$ cat src/rtl/masking_pkg.sv
// Shared definitions for the masked-AND issue path: scheduler states and
// Galois LFSR feedback masks for the supported state widths.
package masking_pkg;

    typedef enum logic [1:0] {
        UNSEEDED = 2'd0,
        RUN      = 2'd1,
        RESEED   = 2'd2
    } sched_state_t;

    // Right-shifting Galois masks of maximal-length polynomials.
    localparam logic [63:0] TAPS_4  = 64'h0000_0000_0000_000C;
    localparam logic [63:0] TAPS_8  = 64'h0000_0000_0000_00B8;
    localparam logic [63:0] TAPS_16 = 64'h0000_0000_0000_B400;
    localparam logic [63:0] TAPS_24 = 64'h0000_0000_00E1_0000;
    localparam logic [63:0] TAPS_32 = 64'h0000_0000_8020_0003;
    localparam logic [63:0] TAPS_64 = 64'hD800_0000_0000_0000;

    function automatic logic [63:0] lfsr_taps(input int width);
        case (width)
            4:       return TAPS_4;
            8:       return TAPS_8;
            16:      return TAPS_16;
            24:      return TAPS_24;
            64:      return TAPS_64;
            default: return TAPS_32;
        endcase
    endfunction

endpackage

$ cat src/rtl/mask_lfsr.sv
// Galois LFSR supplying fresh mask bits; a zero seed is never loaded so the
// register cannot lock up in the all-zero state.
module mask_lfsr
    import masking_pkg::*;
#(
    parameter int LFSR_W = 32
) (
    input  logic              clk,
    input  logic              rst,
    input  logic              load,
    input  logic [LFSR_W-1:0] seed,
    input  logic              step,
    output logic [LFSR_W-1:0] state_out
);

    localparam logic [63:0]       TAPS_FULL = lfsr_taps(LFSR_W);
    localparam logic [LFSR_W-1:0] TAPS      = TAPS_FULL[LFSR_W-1:0];

    logic [LFSR_W-1:0] lfsr_q;

    // A load takes priority over a step issued in the same cycle.
    always_ff @(posedge clk) begin
        if (rst) begin
            lfsr_q <= '0;
        end else if (load && (seed != '0)) begin
            lfsr_q <= seed;
        end else if (step) begin
            lfsr_q <= {1'b0, lfsr_q[LFSR_W-1:1]} ^ (lfsr_q[0] ? TAPS : '0);
        end
    end

    assign state_out = lfsr_q;

endmodule

$ cat src/rtl/dom_and_sched.sv
// Issue scheduler for external DOM AND gadgets: one masked issue per cycle,
// fresh Z per issue, fixed-latency capture into a credit-protected result FIFO.
module dom_and_sched
    import masking_pkg::*;
#(
    parameter int W          = 1,
    parameter int LAT        = 1,
    parameter int DEPTH      = 4,
    parameter int RESEED_OPS = 256,
    parameter int LFSR_W     = 32
) (
    input  logic              clk,
    input  logic              rst,
    input  logic              seed_valid,
    input  logic [LFSR_W-1:0] seed_data,
    output logic              reseed_req,
    input  logic              in_valid,
    output logic              in_ready,
    input  logic [W-1:0]      in_ax,
    input  logic [W-1:0]      in_ay,
    input  logic [W-1:0]      in_bx,
    input  logic [W-1:0]      in_by,
    output logic [W-1:0]      g_ax,
    output logic [W-1:0]      g_ay,
    output logic [W-1:0]      g_bx,
    output logic [W-1:0]      g_by,
    output logic [W-1:0]      g_z,
    input  logic [W-1:0]      g_aq,
    input  logic [W-1:0]      g_bq,
    output logic              out_valid,
    input  logic              out_ready,
    output logic [W-1:0]      out_aq,
    output logic [W-1:0]      out_bq
);

    localparam int            AW      = $clog2(DEPTH);
    localparam int            CW      = AW + 1;
    localparam logic [CW:0]   DEPTH_C = (CW + 1)'(DEPTH);

    sched_state_t      state, next_state;
    logic              seed_ok, issue, capture, fifo_rd, last_op, credit_ok;
    logic [31:0]       op_count;
    logic [LAT:0]      issue_pipe;
    logic [CW-1:0]     inflight, fifo_count;
    logic [CW:0]       occupancy;
    logic [AW-1:0]     wr_ptr, rd_ptr;
    logic [W-1:0]      mem_aq [DEPTH];
    logic [W-1:0]      mem_bq [DEPTH];
    logic [LFSR_W-1:0] lfsr_state;
    logic              lfsr_unused;

    assign seed_ok   = seed_valid && (seed_data != '0);
    assign issue     = in_valid && in_ready;
    assign last_op   = (RESEED_OPS != 0) && (op_count == 32'(RESEED_OPS - 1));
    assign occupancy = {1'b0, inflight} + {1'b0, fifo_count};
    assign credit_ok = occupancy < DEPTH_C;
    assign capture   = issue_pipe[LAT];
    assign out_valid = fifo_count != '0;
    assign fifo_rd   = out_valid && out_ready;
    assign out_aq    = mem_aq[rd_ptr];
    assign out_bq    = mem_bq[rd_ptr];
    assign lfsr_unused = ^lfsr_state;

    mask_lfsr #(.LFSR_W(LFSR_W)) u_lfsr (
        .clk       (clk),
        .rst       (rst),
        .load      (seed_ok),
        .seed      (seed_data),
        .step      (issue),
        .state_out (lfsr_state)
    );

    always_ff @(posedge clk) begin
        if (rst) state <= UNSEEDED;
        else     state <= next_state;
    end

    // A seed arriving together with the last permitted issue keeps us in RUN.
    always_comb begin
        next_state = state;
        case (state)
            UNSEEDED: if (seed_ok) next_state = RUN;
            RUN:      if (!seed_ok && issue && last_op) next_state = RESEED;
            RESEED:   if (seed_ok) next_state = RUN;
            default:  next_state = UNSEEDED;
        endcase
    end

    always_comb begin
        reseed_req = (state != RUN);
        in_ready   = (state == RUN) && credit_ok;
    end

    always_ff @(posedge clk) begin
        if (rst) begin
            op_count <= '0;
        end else if (seed_ok) begin
            op_count <= '0;
        end else if (issue) begin
            op_count <= last_op ? '0 : op_count + 32'd1;
        end
    end

    always_ff @(posedge clk) begin
        if (rst) begin
            g_ax <= '0;
            g_ay <= '0;
            g_bx <= '0;
            g_by <= '0;
            g_z  <= '0;
        end else if (issue) begin
            g_ax <= in_ax;
            g_ay <= in_ay;
            g_bx <= in_bx;
            g_by <= in_by;
            g_z  <= lfsr_state[W-1:0];
        end
    end

    // Stage 0 marks the g_* register; the remaining LAT stages track the gadget.
    always_ff @(posedge clk) begin
        if (rst) begin
            issue_pipe <= '0;
            inflight   <= '0;
        end else begin
            issue_pipe <= {issue_pipe[LAT-1:0], issue};
            case ({issue, capture})
                2'b10:   inflight <= inflight + CW'(1);
                2'b01:   inflight <= inflight - CW'(1);
                default: inflight <= inflight;
            endcase
        end
    end

    always_ff @(posedge clk) begin
        if (rst) begin
            wr_ptr     <= '0;
            rd_ptr     <= '0;
            fifo_count <= '0;
        end else begin
            if (capture) wr_ptr <= wr_ptr + AW'(1);
            if (fifo_rd) rd_ptr <= rd_ptr + AW'(1);
            case ({capture, fifo_rd})
                2'b10:   fifo_count <= fifo_count + CW'(1);
                2'b01:   fifo_count <= fifo_count - CW'(1);
                default: fifo_count <= fifo_count;
            endcase
        end
    end

    always_ff @(posedge clk) begin
        if (capture) begin
            mem_aq[wr_ptr] <= g_aq;
            mem_bq[wr_ptr] <= g_bq;
        end
    end

endmodule

$ cat config.mk
export PLATFORM = sky130hd
export DESIGN_NAME = dom_and_sched
export DESIGN_NICKNAME = d
export VERILOG_FILES = /design/src/rtl/masking_pkg.sv /design/src/rtl/mask_lfsr.sv /design/src/rtl/dom_and_sched.sv
export SDC_FILE = /design/constraint.sdc
export NUM_CORES = 1
export LEC_CHECK = 0
export CORE_MARGIN = 10
export CORE_UTILIZATION = 48
export CTS_CLUSTER_DIAMETER = 150
export DETAILED_ROUTE_END_ITERATION = 16
export DONT_BUFFER_PORTS = 1
export SYNTH_ARGS = -nofsm -noshare
export SYNTH_HDL_FRONTEND = slang
export SYNTH_SLANG_ARGS = --single-unit
$ cat constraint.sdc
create_clock -name clk -period 7.1 [get_ports clk]
set_input_delay 1.42 -clock clk [delete_from_list [all_inputs] [get_ports clk]]
set_output_delay 1.42 -clock clk [all_outputs]
set_load 0.02 [all_outputs]
Yosys cells after proc, flatten, opt, wreduce, memory -nomap -nowiden
Memory sizes are Yosys's and may differ from the RTL's. A register that Yosys moved wholly into a read port is not among the register bits. Index checks and enable logic that the tools add are counted.

$add $sub $neg: 8. Reduce and logical (&&, ||, !) cells: 17. Bitwise operators: 1. Equality and inequality tests: 10. Magnitude comparators: 1. Mux-type cells: 15.

Operator list (count): $mux 32 (4); $add 32x1->32 const B (1); $eq 32x8->1 const B (1); $reduce_bool 32->1 (1); $xor 31x32->32 (1); $mux 2 (6); $pmux 3 s2 (2); $logic_and 1x1->1 (7); $add 3x1->3 const B (2); $eq 2x1->1 const B (3); $eq 2x2->1 const B (3); $reduce_bool 2->1 (3); $sub 3x1->3 const B (2); $add 2x1->2 const B (2); $add 3x3->4 (1); $lt 4x3->1 const B (1); $ne 2x1->1 const B (2); $pmux 2 s2 (1); $reduce_or 2->1 (2); $reduce_bool 3->1 (1); $logic_not 2->1 (1); $mux 1 (2); $ne 2x2->1 const B (1); $reduce_and 2->1 (1); $logic_not 1->1 (1).

Input port bits: 43. Memory bits (writable): 8. Logic and storage cells: 67. Output and inout bits: 10. Memories kept: 2. Bits in registers: 83.

Memories: mem_aq (depth 4, width 1, rd ports 1, clocked after memory_dff 1, wr ports 1, RTL line dom_and_sched.sv:47) `logic [W-1:0] mem_aq [DEPTH];`; mem_bq (depth 4, width 1, rd ports 1, clocked after memory_dff 1, wr ports 1, RTL line dom_and_sched.sv:48) `logic [W-1:0] mem_bq [DEPTH];`.

Depth between registers and ports, before layout
Gate-level depths: netlist of the first run.

Depth after elaboration: 8. Mapped depth: 12. Depth with buffers taken out: 10.

By module
A second synthesis of the first run with hierarchy kept.

Cell total of the unflattened synthesis: 499. Area, all modules: 4907.2 um^2.

By module, submodules not included: dom_and_sched (cells each 311, area each 2955.3 um^2, instances 1, seq. area each 1301.2 um^2); mask_lfsr (cells each 188, area each 1951.9 um^2, instances 1, seq. area each 640.6 um^2).

Worst setup path before layout of the first run
Ideal clock, no wire load.

Path kind: input-to-reg. Start point: input in_valid. End point: register inflight[2]. Cell stages on the path: 10. Setup slack: 3769 ps. Data arrival time: 3260 ps. Library setup time: 70 ps. Cells stage by stage: and4_1 > buf_2 > inv_2 > clkbuf_1 > ha_1 > inv_1 > fa_1 > xor2_1 > or3_1 > a21oi_1.

Cells in the longest elaborated chain, start to end: 3. Elaborated cells between the ends (all ways): 5.

RTL lines: from (decl) (RTL line dom_and_sched.sv:17) `input logic in_valid,`; $logic_and 1x1->1 (*) (RTL line dom_and_sched.sv:53) `assign issue = in_valid && in_ready;`; $eq 2x1->1 or $eq 2x2->1 (tied branches) (RTL line dom_and_sched.sv:127) `case ({issue, capture})`; $pmux 3 s2 or $reduce_bool 2->1 (tied branches); to (signal assigned) (RTL line dom_and_sched.sv:128) `2'b10: inflight <= inflight + CW'(1);`; to (signal assigned) (RTL line dom_and_sched.sv:129) `2'b01: inflight <= inflight - CW'(1);`; to (signal assigned) (RTL line dom_and_sched.sv:130) `default: inflight <= inflight;`; to (decl) (RTL line dom_and_sched.sv:44) `logic [CW-1:0] inflight, fifo_count;`.

Every way passes the cells marked *; elsewhere a longest branch is shown, timed or not. A chain may end at the register's enable or synchronous reset.

Final worst setup path of the first run
Start point: input in_valid. End point: register op_count[28].

Cells in the longest elaborated chain, start to end: 1.

RTL lines: $logic_and 1x1->1 (RTL line dom_and_sched.sv:53); to (signal assigned) (RTL line dom_and_sched.sv:100) `op_count <= last_op ? '0 : op_count + 32'd1;`; to (decl) (RTL line dom_and_sched.sv:42) `logic [31:0] op_count;`.

No other way between the ends.

==> metrics.txt, run 1 <==
switch share=24.9%; Yosys top cell by area=dfxtp_1; Peak VDD IR=~0.096 mV; io pins=between 50 and 60; Worst Path Max Fanout=50; Root Driver=clkbuf_8; final slew viol count=0; Yosys warnings=0; most frequent cell after synthesis=dfxtp_1; slowest CP cell=or3b_1; Static Leak=0.00152 uW; synthesized instance count=483; RSZ-0062 raised after global routing=no; global-route wire length before repair=around 15000 um; outcome=complete, no violations; Die Area=13100 sq um; setup_tns=0 ns; combinational share of power=7.0%; CTS tree=built; Area contributors post-synth=dfxtp_1, nor2_1, nand2_1; hold_buf cts=0; Data arrival, critical path=3.88 ns; syn nets=about 540; worst slew margin relative to its limit=between 30% and 40%; critical path required time=approximately 7.3 ns; NetSw=roughly 250 uW; cells along the critical path=and4_1 > buf_4 > inv_2 > nor4_4 > or3b_1 > nor2_1; largest net degree at the start of global routing=65; Distinct cells, synth=44; power share of the clock group=35.9%; clk_skew=roughly 0.011 ns; antenna violations before repair=0; CORE AREA=approximately 8700 sq um; Post-Synthesis Cell Area=between 4000 and 5000 sq um; wirelength, routed=approximately 9000 um; Setup Buffers After CTS=0; EDFF count, synth=8; crit share post-route=between 50 and 60%; 1st-iter DRT viols=163; cell internal pwr=~740 uW; Mean Syn Cell Area=8.85 sq um; grt total ovfl=0; vias in the first global route=around 3200; Starting Density=around half; clk sinks=93; post-route ant nets=0; critical path buffer and inverter count=2; Sequential Power Share=a little under three fifths; FF+latch count, synth=93; vias=~3300; area delta synth->final=5.41%; final worst setup slack=about 3.4 ns; 1st-pass router iterations=4; ys flop type=dfxtp_1; Final nets=523; Worst setup EP type=flop; Tmin final=3.68 ns; cell family with most CP delay=simple AND/OR/NAND/NOR gates; share of cells above drive strength 1=under 10%; Slew @ Worst Pin=between 0.9 and 1 ns; Cell Rows=34; Synth top area share=between 30 and 40%; worst skew pair latency=0.36 ns; PwrDens=218 nW/um^2; Die W=roughly 110 um; routed len/inst=between 15 and 20 um; Seq/Total Area, Yosys=45.4%; synth cell count leaders=dfxtp_1, nor2_1, nand2_1; H-tree levels=3; Vias/cell=about 5.6; CTS max path bufs=2; CTS resizes=0; dpl hpwl=a little over 6000 um; Worst-path clk slew=roughly 0.090 ns; CP Launch Type=input pin; crit-path max cell delay=0.82 ns; DRC viols=0; Max Cap Violations=0; fmax=around 270 MHz; CP Class=input pin to flop; Final setup viols=0; Final Wtd Congestion=~0.82; # port buffers=0; GRT Overall Usage=about 14%; fraction of registers with async set/reset=0%; Final Hold Viols=0; die height=114 um; TritonCTS buffer count=9; HP Class=flop to flop; worst slack at placement=3.02 ns; Diodes inserted=0
per-stage QoR:
step	std cells	hold slack (ns)	utilization, %	area (sq um)	power, uW
2_1_floorplan	483	0.414	-	4280	634
3_3_place_gp	566	0.415	49.7	4310	642
3_5_place_dp	566	0.430	49.7	4310	643
4_1_cts	582	0.450	51.9	4510	1000
5_1_grt	582	0.456	51.9	4510	1030
6_report	582	0.446	51.9	4510	984
logic make-up after synthesis:
logic type                 Yosys count  share of synthesized area, %
adders and majority gates           11                          3.57
DFF                                 93                          45.4
AOI/OAI and AO/OA                   52                          9.04
and+or+nand+nor                    242                          27.8
buffers and inverters               40                          4.12
muxes                                7                          2.28
xor gates and xnor gates            38                          7.78
cell type report:
class	instances	area (sq um)
Fill cell	843	4170
Multi-Input combinational cell	350	2170
Sequential cell	93	1940
Tap cell	108	135
Clock buffer	9	124
Clock inverter	7	73.8
Inverter	13	48.8
Timing Repair Buffer	2	15.0
state kept, by name, summed over array words and instances, names as in the netlist, named ones only:
signal and cells:
fifo_count 3, g_ax 1, g_ay 1, g_bx 1, g_by 1, g_z 1
inflight 3, issue_pipe 2, mem_aq 4, mem_bq 4, op_count 32, rd_ptr 2
state 2, u_lfsr.state_out 32, wr_ptr 2
worst register-to-register path: stages (launching register included):
cell and delay (ns):
dfxtp_1 0.34, ha_1 0.31, nor4b_1 0.30, and4_1 0.24, buf_4 0.47, inv_2 0.47
nor4_4 0.44, or3b_1 0.82, nor2_1 0.12
power by group through the flow:
stage	Combinational [uW]	Sequential [uW]	Clock, uW
global route	79.1	564	388
CTS	69.4	562	368
global placement	68.1	574	0
floorplan	64.0	570	0
finish	69.0	562	353
detailed placement	68.8	574	0
routing by layer:
layer | GRT usage [%] | part of all wire, % | routed length [um] | vias to the layer above
met3 | 4.51 | 6.8 | 621 | 10
met1 | 17.8 | 46 | 4250 | 1537
met2 | 21.7 | 45 | 4130 | 56
li1 | - | - | - | 1661
met4 | 5.93 | 1.6 | 146 | 0
met5 | 0 | 0 | 0 | -
cells in the final DEF, fill, tap and decap left out, drive strengths merged, types with 2 or more instances in the layout:
cell / count
ha: 9
a211oi: 2
nand2: 75
nor4b: 2
nor3: 7
nand2b: 3
nor4: 15
nor2: 76
clkinv: 4
edfxtp: 8
xnor2: 8
and2: 6
nand3: 16
or3: 5
nand4: 20
a311oi: 29
a21oi: 14
inv: 15
mux4: 2
mux2i: 3
xor2: 30
and4: 5
clkbuf: 9
and3: 6
mux2: 2
dfxtp: 85
buf: 2
o21ai: 5
fa: 2
worst paths after layout:
check                              startpoint       endpoint  slack, ns  cells after the start
worst max-delay path                 in_valid   op_count[28]       3.42                      6
worst min-delay path            issue_pipe[0]  issue_pipe[1]       0.45                      1
worst max register to register    inflight[2]   op_count[28]       3.46                      8
worst min register to register  issue_pipe[0]  issue_pipe[1]       0.45                      1
(Power assumes the default switching activity.)
==> inputs of run 2 (changes only) <==
--- a/config.mk
+++ b/config.mk
@@ -10,6 +10,7 @@
 export CTS_CLUSTER_DIAMETER = 150
 export DETAILED_ROUTE_END_ITERATION = 16
 export DONT_BUFFER_PORTS = 1
+export PLACE_DENSITY = 0.65
 export SYNTH_ARGS = -nofsm -noshare
 export SYNTH_HDL_FRONTEND = slang
 export SYNTH_SLANG_ARGS = --single-unit
==> constraint.sdc (replaced) <==
create_clock -name clk -period 3.2 [get_ports clk]
set_input_delay 0.64 -clock clk [delete_from_list [all_inputs] [get_ports clk]]
set_output_delay 0.64 -clock clk [all_outputs]
set_load 0.02 [all_outputs]
==> run 2 against run 1 <==
Net effect:
- sequential share of layout area down 0.27 points
- cell count up 0.86%
- clock skew up 0.00082 ns
- via count up 2.0%
- largest power group unchanged
- highest routed layer unchanged
==> metrics.txt, run 2 (same netlist as run 1, synthesis figures left out) <==
PwrDens=between 400 and 500 nW/um^2; Peak VDD IR=between 0.2 and 0.25 mV; area delta synth->final=6.09%; Final Hold Viols=0; Final Wtd Congestion=0.808; Worst-path clk slew=roughly 0.1 ns; Tmin final=2.55 ns; Worst setup EP type=output pin; grt total ovfl=0; clk sinks=93; hold_buf cts=0; global-route wire length before repair=about 16000 um; crit share post-route=around 80%; 1st-pass router iterations=4; Data arrival, critical path=between 1.5 and 2 ns; Cell Rows=34; share of cells above drive strength 1=under 10%; CP Class=flop to output pin; finished layout cell area=~4500 sq um; CTS resizes=0; vias=approximately 3300; commonest cells after routing, fill and taps aside=dfxtp_1, nor2_1, nand2_1; largest net degree at the start of global routing=between 50 and 60; post-route ant nets=0; wirelength, routed=about 9000 um; cells on worst reg2reg path=7; worst slew margin relative to its limit=around 46%; Final nets=528; Worst Path Max Fanout=4; CP Launch Type=flop; TritonCTS buffer count=9; antenna violations before repair=0; worst slack at placement=about 0.74 ns; CTS max path bufs=2; Setup Buffers After CTS=0; 1st-iter DRT viols=about 190; fmax=roughly 390 MHz; worst skew pair latency=approximately 0.36 ns; dpl hpwl=between 6000 and 7000 um; hold path cells=1; H-tree levels=3; final core occ=between 50% and 60%; setup_tns=0 ns; CTS tree=built; final worst setup slack=approximately 0.65 ns; GRT Overall Usage=14.4%; clk_skew=approximately 0.012 ns; CORE AREA=8680 sq um; DRC viols=0; io pins=53; vias in the first global route=between 3000 and 4000; outcome=complete, no violations; Diodes inserted=0; Static Leak=around 0.0015 uW; Final setup viols=0; Starting Density=approximately half; routed len/inst=between 15 and 20 um; HP Class=input pin to flop; Die W=~110 um; most common cell after layout, fill and taps aside=dfxtp_1; RSZ-0062 raised after global routing=no; Placed Area=4350 sq um; Slew @ Worst Pin=between 0.8 and 0.9 ns; final slew viol count=0; Vias/cell=5.67; die height=between 100 and 150 um; critical path required time=2.56 ns; Die Area=13100 sq um; # port buffers=0; Root Driver=clkbuf_8; Max Cap Violations=0
## run 2: area by class of cell
| cell class | count | area, sq um |
|---|---|---|
| Clock buffer | 9 | 124 |
| Clock inverter | 7 | 63.8 |
| Fill cell | 820 | 4140 |
| Inverter | 13 | 48.8 |
| Multi-Input combinational cell | 350 | 2170 |
| Sequential cell | 93 | 1940 |
| Tap cell | 108 | 135 |
| Timing Repair Buffer | 7 | 52.6 |
## run 2: worst max-delay path: stages, from the launching register on
cell and delay [ns]:
dfxtp_1 0.38, ha_1 0.26, or4b_4 0.51, nor3_1 0.23, buf_4 0.18
## run 2: path summary, 6_finish.rpt
| kind | startpoint | endpoint | slack (ns) |
|---|---|---|---|
| max reg2reg | fifo_count[2] | op_count[27] | 0.71 |
| max | fifo_count[2] | in_ready | 0.65 |
| min reg2reg | issue_pipe[0] | issue_pipe[1] | 0.45 |
| min | rst | g_by | 0.34 |
## run 2: power breakdown
group	total [uW]	switching [uW]	leakage, uW	internal (uW)
sequential	1250	31.1	0.000766	1220
combinational	159	96.3	0.000672	62.7
clock	750	449	0.0000903	300
## run 2: per-stage QoR
| stage | power, uW | cells | hold slack, ns |
|---|---|---|---|
| 2_1_floorplan | 1410 | 483 | 0.414 |
| 3_3_place_gp | 1430 | 571 | 0.416 |
| 3_5_place_dp | 1430 | 571 | 0.425 |
| 4_1_cts | 2180 | 587 | 0.323 |
| 5_1_grt | 2260 | 587 | 0.314 |
| 6_report | 2150 | 587 | 0.336 |
## run 2: routing by layer
layer  track usage (%)  part of all wire, %  up-vias  wire length, um
met5                 0                    0        -                0
met3              4.66                  6.7       11              615
met4              5.26                  1.3        0              117
li1                  -                    -     1674                -
met1              18.5                   47     1582             4350
met2              22.0                   45       61             4140
